`config.mk`:
```
export PLATFORM = sky130hd
export DESIGN_NAME = butterfly_inverse_engine_flat
export DESIGN_NICKNAME = d
export VERILOG_FILES = /design/src/rtl/butterfly_inverse_engine_if.sv /design/src/rtl/butterfly_inverse_engine.sv /design/src/flat_wrapper.sv
export SDC_FILE = /design/constraint.sdc
export NUM_CORES = 1
export LEC_CHECK = 0
export CAP_MARGIN = 5
export CORE_MARGIN = 4
export CORE_UTILIZATION = 49
export DETAILED_ROUTE_END_ITERATION = 10
export PLACE_DENSITY = 0.81
export SYNTH_ARGS = -nofsm -noshare
export SYNTH_HDL_FRONTEND = slang
export SYNTH_SLANG_ARGS = --single-unit
```
`constraint.sdc`:
```
create_clock -name CLOCK_50_I -period 7.07 [get_ports CLOCK_50_I]
set_clock_uncertainty 0.1 [all_clocks]
set_input_delay 1.0605 -clock CLOCK_50_I [delete_from_list [all_inputs] [get_ports CLOCK_50_I]]
set_output_delay 1.0605 -clock CLOCK_50_I [all_outputs]
set_load 0.02 [all_outputs]
```
`src/rtl/butterfly_inverse_engine_if.sv`:
```
// Port bundle for butterfly_inverse_engine: start/done control, the shared RAM
// port-A read address/data, the shared port-B write bus, the checksum and the FSM state.
interface butterfly_inverse_engine_if #(
  parameter int DATA_W = 8,
  parameter int ADDR_W = 9
);
  // Handshake: start is sampled only while idle (state_dbg == 0). busy is high for the
  // whole streaming pass, and done pulses for exactly one cycle once the last write has
  // been issued. Any start seen while busy or done is high is dropped, not queued.
  logic              start;
  logic              busy;
  logic              done;
  logic [ADDR_W-1:0] read_address;
  logic [DATA_W-1:0] read_data_0;
  logic [DATA_W-1:0] read_data_1;
  logic [ADDR_W-1:0] write_address;
  logic [DATA_W-1:0] write_data_0;
  logic [DATA_W-1:0] write_data_1;
  logic              write_enable;
  logic [DATA_W-1:0] checksum;
  logic [1:0]        state_dbg;

  modport master (
    output start, read_data_0, read_data_1,
    input  busy, done, read_address, write_address, write_data_0, write_data_1,
           write_enable, checksum, state_dbg
  );

  modport slave (
    input  start, read_data_0, read_data_1,
    output busy, done, read_address, write_address, write_data_0, write_data_1,
           write_enable, checksum, state_dbg
  );
endinterface

```
`src/rtl/butterfly_inverse_engine.sv`:
```
// Inverse sum/difference butterfly: streams (Y,Z) pairs from two RAMs and writes
// W=(Y+Z)/2 back to RAM0 and X=(Y-Z)/2 back to RAM1 in place, one pair per cycle.
module butterfly_inverse_engine #(
  parameter int DATA_W = 8,
  parameter int ADDR_W = 9,
  parameter int DEPTH  = 512
) (
  input logic                      CLOCK_50_I,
  input logic                      resetn,
  butterfly_inverse_engine_if.slave bus
);
  typedef enum logic [1:0] {
    S_IDLE  = 2'd0,
    S_RUN   = 2'd1,
    S_DRAIN = 2'd2,
    S_DONE  = 2'd3
  } state_t;

  localparam logic [ADDR_W-1:0] LAST_ADDR = ADDR_W'(DEPTH - 1);

  state_t            state;
  state_t            state_next;
  logic [ADDR_W-1:0] read_address_r;
  logic [ADDR_W-1:0] write_address_r;
  logic              write_enable_r;
  logic [DATA_W-1:0] checksum_r;
  logic [DATA_W:0]   sum;
  logic [DATA_W:0]   diff;
  logic              last_read;
  logic              busy_c;
  logic              done_c;
  logic              unused_lsbs;

  assign last_read = (read_address_r == LAST_ADDR);

  always_ff @(posedge CLOCK_50_I) begin
    if (!resetn) state <= S_IDLE;
    else         state <= state_next;
  end

  always_comb begin
    state_next = state;
    busy_c     = 1'b0;
    done_c     = 1'b0;
    case (state)
      S_IDLE:  if (bus.start) state_next = S_RUN;
      S_RUN: begin
        busy_c = 1'b1;
        if (last_read) state_next = S_DRAIN;
      end
      S_DRAIN: begin
        busy_c     = 1'b1;
        state_next = S_DONE;
      end
      S_DONE: begin
        done_c     = 1'b1;
        state_next = S_IDLE;
      end
      default: state_next = S_IDLE;
    endcase
  end

  // The write side trails the read side by exactly one cycle to match the RAM read
  // latency, so port B always writes address k while port A fetches k+1.
  always_ff @(posedge CLOCK_50_I) begin
    if (!resetn) begin
      read_address_r  <= '0;
      write_address_r <= '0;
      write_enable_r  <= 1'b0;
      checksum_r      <= '0;
    end else begin
      write_enable_r <= (state == S_RUN);
      if (write_enable_r) checksum_r <= checksum_r ^ bus.write_data_0 ^ bus.write_data_1;
      case (state)
        S_IDLE: if (bus.start) begin
          read_address_r <= '0;
          checksum_r     <= '0;
        end
        S_RUN: begin
          write_address_r <= read_address_r;
          if (!last_read) read_address_r <= read_address_r + ADDR_W'(1);
        end
        S_DONE:  read_address_r <= '0;
        default: ;
      endcase
    end
  end

  // Zero-extended operands; the borrow of diff lands in the top bit, so dropping the
  // LSB gives a floor halve for both the unsigned sum and the signed difference.
  assign sum         = {1'b0, bus.read_data_0} + {1'b0, bus.read_data_1};
  assign diff        = {1'b0, bus.read_data_0} - {1'b0, bus.read_data_1};
  assign unused_lsbs = sum[0] ^ diff[0];

  assign bus.write_data_0  = sum[DATA_W:1];
  assign bus.write_data_1  = diff[DATA_W:1];
  assign bus.read_address  = read_address_r;
  assign bus.write_address = write_address_r;
  assign bus.write_enable  = write_enable_r;
  assign bus.checksum      = checksum_r;
  assign bus.busy          = busy_c;
  assign bus.done          = done_c;
  assign bus.state_dbg     = state;
endmodule

```
`src/flat_wrapper.sv`:
```
// flat-port wrapper written by rule: the top's interface ports become plain ports
module butterfly_inverse_engine_flat 
#(
  parameter int DATA_W = 8,
  parameter int ADDR_W = 9,
  parameter int DEPTH  = 512
)
  (CLOCK_50_I, resetn, bus_start, bus_read_data_0, bus_read_data_1, bus_busy, bus_done, bus_read_address, bus_write_address, bus_write_data_0, bus_write_data_1, bus_write_enable, bus_checksum, bus_state_dbg);
  butterfly_inverse_engine_if #(.DATA_W(DATA_W), .ADDR_W(ADDR_W)) bus_i ();
  input logic CLOCK_50_I;
  input logic resetn;
  input wire logic [$bits(bus_i.start)-1:0] bus_start;
  input wire logic [$bits(bus_i.read_data_0)-1:0] bus_read_data_0;
  input wire logic [$bits(bus_i.read_data_1)-1:0] bus_read_data_1;
  output wire logic [$bits(bus_i.busy)-1:0] bus_busy;
  output wire logic [$bits(bus_i.done)-1:0] bus_done;
  output wire logic [$bits(bus_i.read_address)-1:0] bus_read_address;
  output wire logic [$bits(bus_i.write_address)-1:0] bus_write_address;
  output wire logic [$bits(bus_i.write_data_0)-1:0] bus_write_data_0;
  output wire logic [$bits(bus_i.write_data_1)-1:0] bus_write_data_1;
  output wire logic [$bits(bus_i.write_enable)-1:0] bus_write_enable;
  output wire logic [$bits(bus_i.checksum)-1:0] bus_checksum;
  output wire logic [$bits(bus_i.state_dbg)-1:0] bus_state_dbg;
  assign bus_i.start = bus_start;
  assign bus_i.read_data_0 = bus_read_data_0;
  assign bus_i.read_data_1 = bus_read_data_1;
  assign bus_busy = bus_i.busy;
  assign bus_done = bus_i.done;
  assign bus_read_address = bus_i.read_address;
  assign bus_write_address = bus_i.write_address;
  assign bus_write_data_0 = bus_i.write_data_0;
  assign bus_write_data_1 = bus_i.write_data_1;
  assign bus_write_enable = bus_i.write_enable;
  assign bus_checksum = bus_i.checksum;
  assign bus_state_dbg = bus_i.state_dbg;
  butterfly_inverse_engine #(.DATA_W(DATA_W), .ADDR_W(ADDR_W), .DEPTH(DEPTH)) u_core (.CLOCK_50_I(CLOCK_50_I), .resetn(resetn), .bus(bus_i));
endmodule
```
==> results.toml <==
[yosys]
synth_edf_count = 0
ys_ff_latch = 29
avgSynthCellArea_sq_um = 8.451
yosysTopAreaCell = "dfxtp_1"
synth_area_leaders = "dfxtp_1 29%, ha_1 13%, xnor2_1 6.0%"
synth.most_common_cell = "dfxtp_1"
yosysSeqAreaShare_pct = 28.62
ys_types = 42
netlist_top_cells_count = "29 x dfxtp_1, 27 x nor2_1, 21 x ha_1"
synth_cells = 240
syn-cell-area_sq_um = 2028
synthArstFlopShare_pct = 0
synthFlopType = "dfxtp_1"
yosysWarnings = 0
synth_top_cell_area_share_pct = 28.62
synth_nets = 282

[die]
num_rows = 23
die_x_microns = 72.34
die_h_microns = 72.34
io_pins = 66
dieArea_sq_um = 5232
core_sq_um = 4000
start_util_pct = 50.70

[global_routing]
antenna_found_initial = 0
overflow = 0
grt_pass1_vias = 1772
grt_max_degree = 19
grt_pass1_wl_mm = 8.038
grt_usage_pct = 19.34

[placement]
dp_hpwl_mm = 3.772
gp_congestion = 0.8832
port_buffers = 65
dpl.cell_count = 347
placed_cell_area_sq_um = 2703

[clocking]
clk_pin_slew_worst_paths_ns = 0.06
ctsHoldBuffers = 0
cts-resized-gates = 0
cts_sinks = 29
cts-buffers-inserted = 5
cts_max_path_buffers = 2
clock_latency_ns = 0.27
root_buffer = "clkbuf_8"
cts_setup_buffers = 0
htreeDepth = 2
cts_tree = "built"

[sta]
fmax_mhz = 201.6
fin_crit_sh_pct = 70.17
slew_viol_final = 0
min_period_ns = 4.961
tns_ns = 0
rsz0062_at_grt = "false"
worstMarginPinSlew_ns = 0.8160
finalHoldViolCount = 0
timing.slew.headroom_pct = 45.14
setup_viol = 0

[detailed_routing]
drt_iter0_drc = 126
via_per_inst = 5.194
dr.pass1.iters = 4
wirelength_mm = 4.738
wl_per_cell_microns = 13.35
drc = 0
vias = 1844
final_antenna_net_count = 0

[critical_path]
crit_type = "in -> out"
cp_max_fo = 8
critical_path.max_stage_delay_ns = 0.63
r2r-start = "u_core.bus.state_dbg[1]"
r2r_end = "u_core.bus.read_address[5]"
crit_slowest_cell = "a221oi_1"
reg2regPathDepth = 7
crit_required_ns = 5.91
path_common_cell = "clkdlybuf4s50_1"
crit_chain = "clkdlybuf4s50_1 -> inv_1 -> ha_1 -> nor2_1 -> a221oi_1 -> o211ai_1 -> xnor2_1 -> clkdlybuf4s50_1"
cp-end-kind = "output pin"
critPathLaunchType = "primary input"
r2r_setup_slack_ns = 4.51
arrival_ns = 3.80

[finish]
final_cell_area_sq_um = 2783
area_growth_pct = 37.20
antennaDiodeCount = 0
nets = 346
final_cells = 355
fin_util_pct = 69.57
layout-drive-gt1-share_pct = 3.279

[pwr]
total_power_uw = 684.8
ir_worst_vdd_mv = 0.2242
powerDensity_nw_per_um2 = 246.1
p_leak_nw = 1.114

[status]
status = "complete, no violations"

[min_path]
min_path_cells = 2
hold_start = "u_core.bus.checksum[7]"
holdPathEnd = "u_core.bus.checksum[7]"
worstHoldPathType = "reg -> reg"

[run]
drv_cap = 0
-- through the flow --
step | worst slack (ns) | hold WS (ns)
after floorplan | 3.241 | 0.4414
after global placement | 2.200 | 0.3575
after detailed placement | 2.105 | 0.3772
after CTS | 2.108 | 0.3842
after global routing | 1.959 | 0.4243
final | 2.109 | 0.3786
-- cells in the final DEF (no fill, tap or decap), drive strengths merged, types with 2 or more instances in the layout --
| master | instances |
|---|---|
| nor2 | 27 |
| fa | 2 |
| a21oi | 10 |
| and3 | 2 |
| clkdlybuf4s50 | 65 |
| inv | 18 |
| nand4 | 3 |
| ha | 21 |
| a21boi | 2 |
| mux2i | 12 |
| xor2 | 11 |
| nor2b | 17 |
| nand3 | 4 |
| dfxtp | 29 |
| or3 | 3 |
| o31ai | 4 |
| o211ai | 2 |
| nand2b | 5 |
| xnor2 | 14 |
| and2 | 4 |
| clkbuf | 8 |
| o21ai | 9 |
| nand2 | 18 |
-- state kept, by name, summed over array words and instances (netlist names) --
register                  cells
u_core.bus.state_dbg          2
u_core.bus.write_address      9
u_core.bus.write_enable       1
u_core.bus.read_address       9
u_core.bus.checksum           8
-- worst max-delay path: cells and delay by family --
family	cells	cell delay, ns
buffers and inverters	3	1.15
xor gates and xnor gates	1	0.18
adders and majority gates	1	0.43
AOI/OAI and AO/OA	2	0.89
and+or+nand+nor	1	0.09
-- logic make-up (layout without fill, tap and decap cells) --
kind of cell | Yosys count | after routing | synth area share, %
AOI/OAI and AO/OA | 40 | 40 | 13.33
xor gates and xnor gates | 25 | 25 | 10.80
adders and majority gates | 23 | 23 | 14.93
buffers and inverters | 26 | 91 | 5.243
DFF | 29 | 29 | 28.62
muxes | 12 | 12 | 5.923
and+or+nand+nor | 85 | 85 | 21.16
-- power breakdown --
group	leakage [nW]	total (mW)	switching, mW	internal, mW
Sequential	0.235	0.198	0.0183	0.180
Clock	0.0395	0.126	0.0565	0.0697
Combinational	0.840	0.360	0.197	0.163
Total	1.11	0.685	0.272	0.413
-- cell type report --
| cell class | instances | area (sq um) |
|---|---|---|
| multi-input combinational | 185 | 1341 |
| fill | 331 | 1217 |
| timing repair buffer | 65 | 650.6 |
| sequential | 29 | 580.6 |
| clock buffer | 8 | 80.08 |
| inverter | 18 | 67.56 |
| tap | 50 | 62.56 |
-- worst max-delay path by stage --
| stage | from | to | slack, ns | cells after the start |
|---|---|---|---|---|
| finish | bus_read_data_1[2] | bus_write_data_0[6] | 2.11 | 8 |
| global route | bus_read_data_1[2] | bus_write_data_0[6] | 1.96 | 8 |
| CTS | bus_read_data_1[2] | bus_write_data_0[6] | 2.11 | 8 |
| detailed placement | bus_read_data_1[2] | bus_write_data_0[6] | 2.11 | 8 |
| global placement | bus_read_data_1[2] | bus_write_data_0[6] | 2.20 | 8 |
| floorplan | bus_read_data_1[2] | bus_write_data_0[6] | 3.24 | 7 |
-- routing by layer --
layer  share of wire, %  global-route usage, %  vias to the layer above
li1                   -                      -                      931
met1                 46                  24.66                      852
met2                 47                  31.55                       57
met3                5.7                  6.094                        4
met4               0.65                  5.010                        0
met5                  0                      0                        -
No activity file was read; power rests on OpenSTA's default activity.
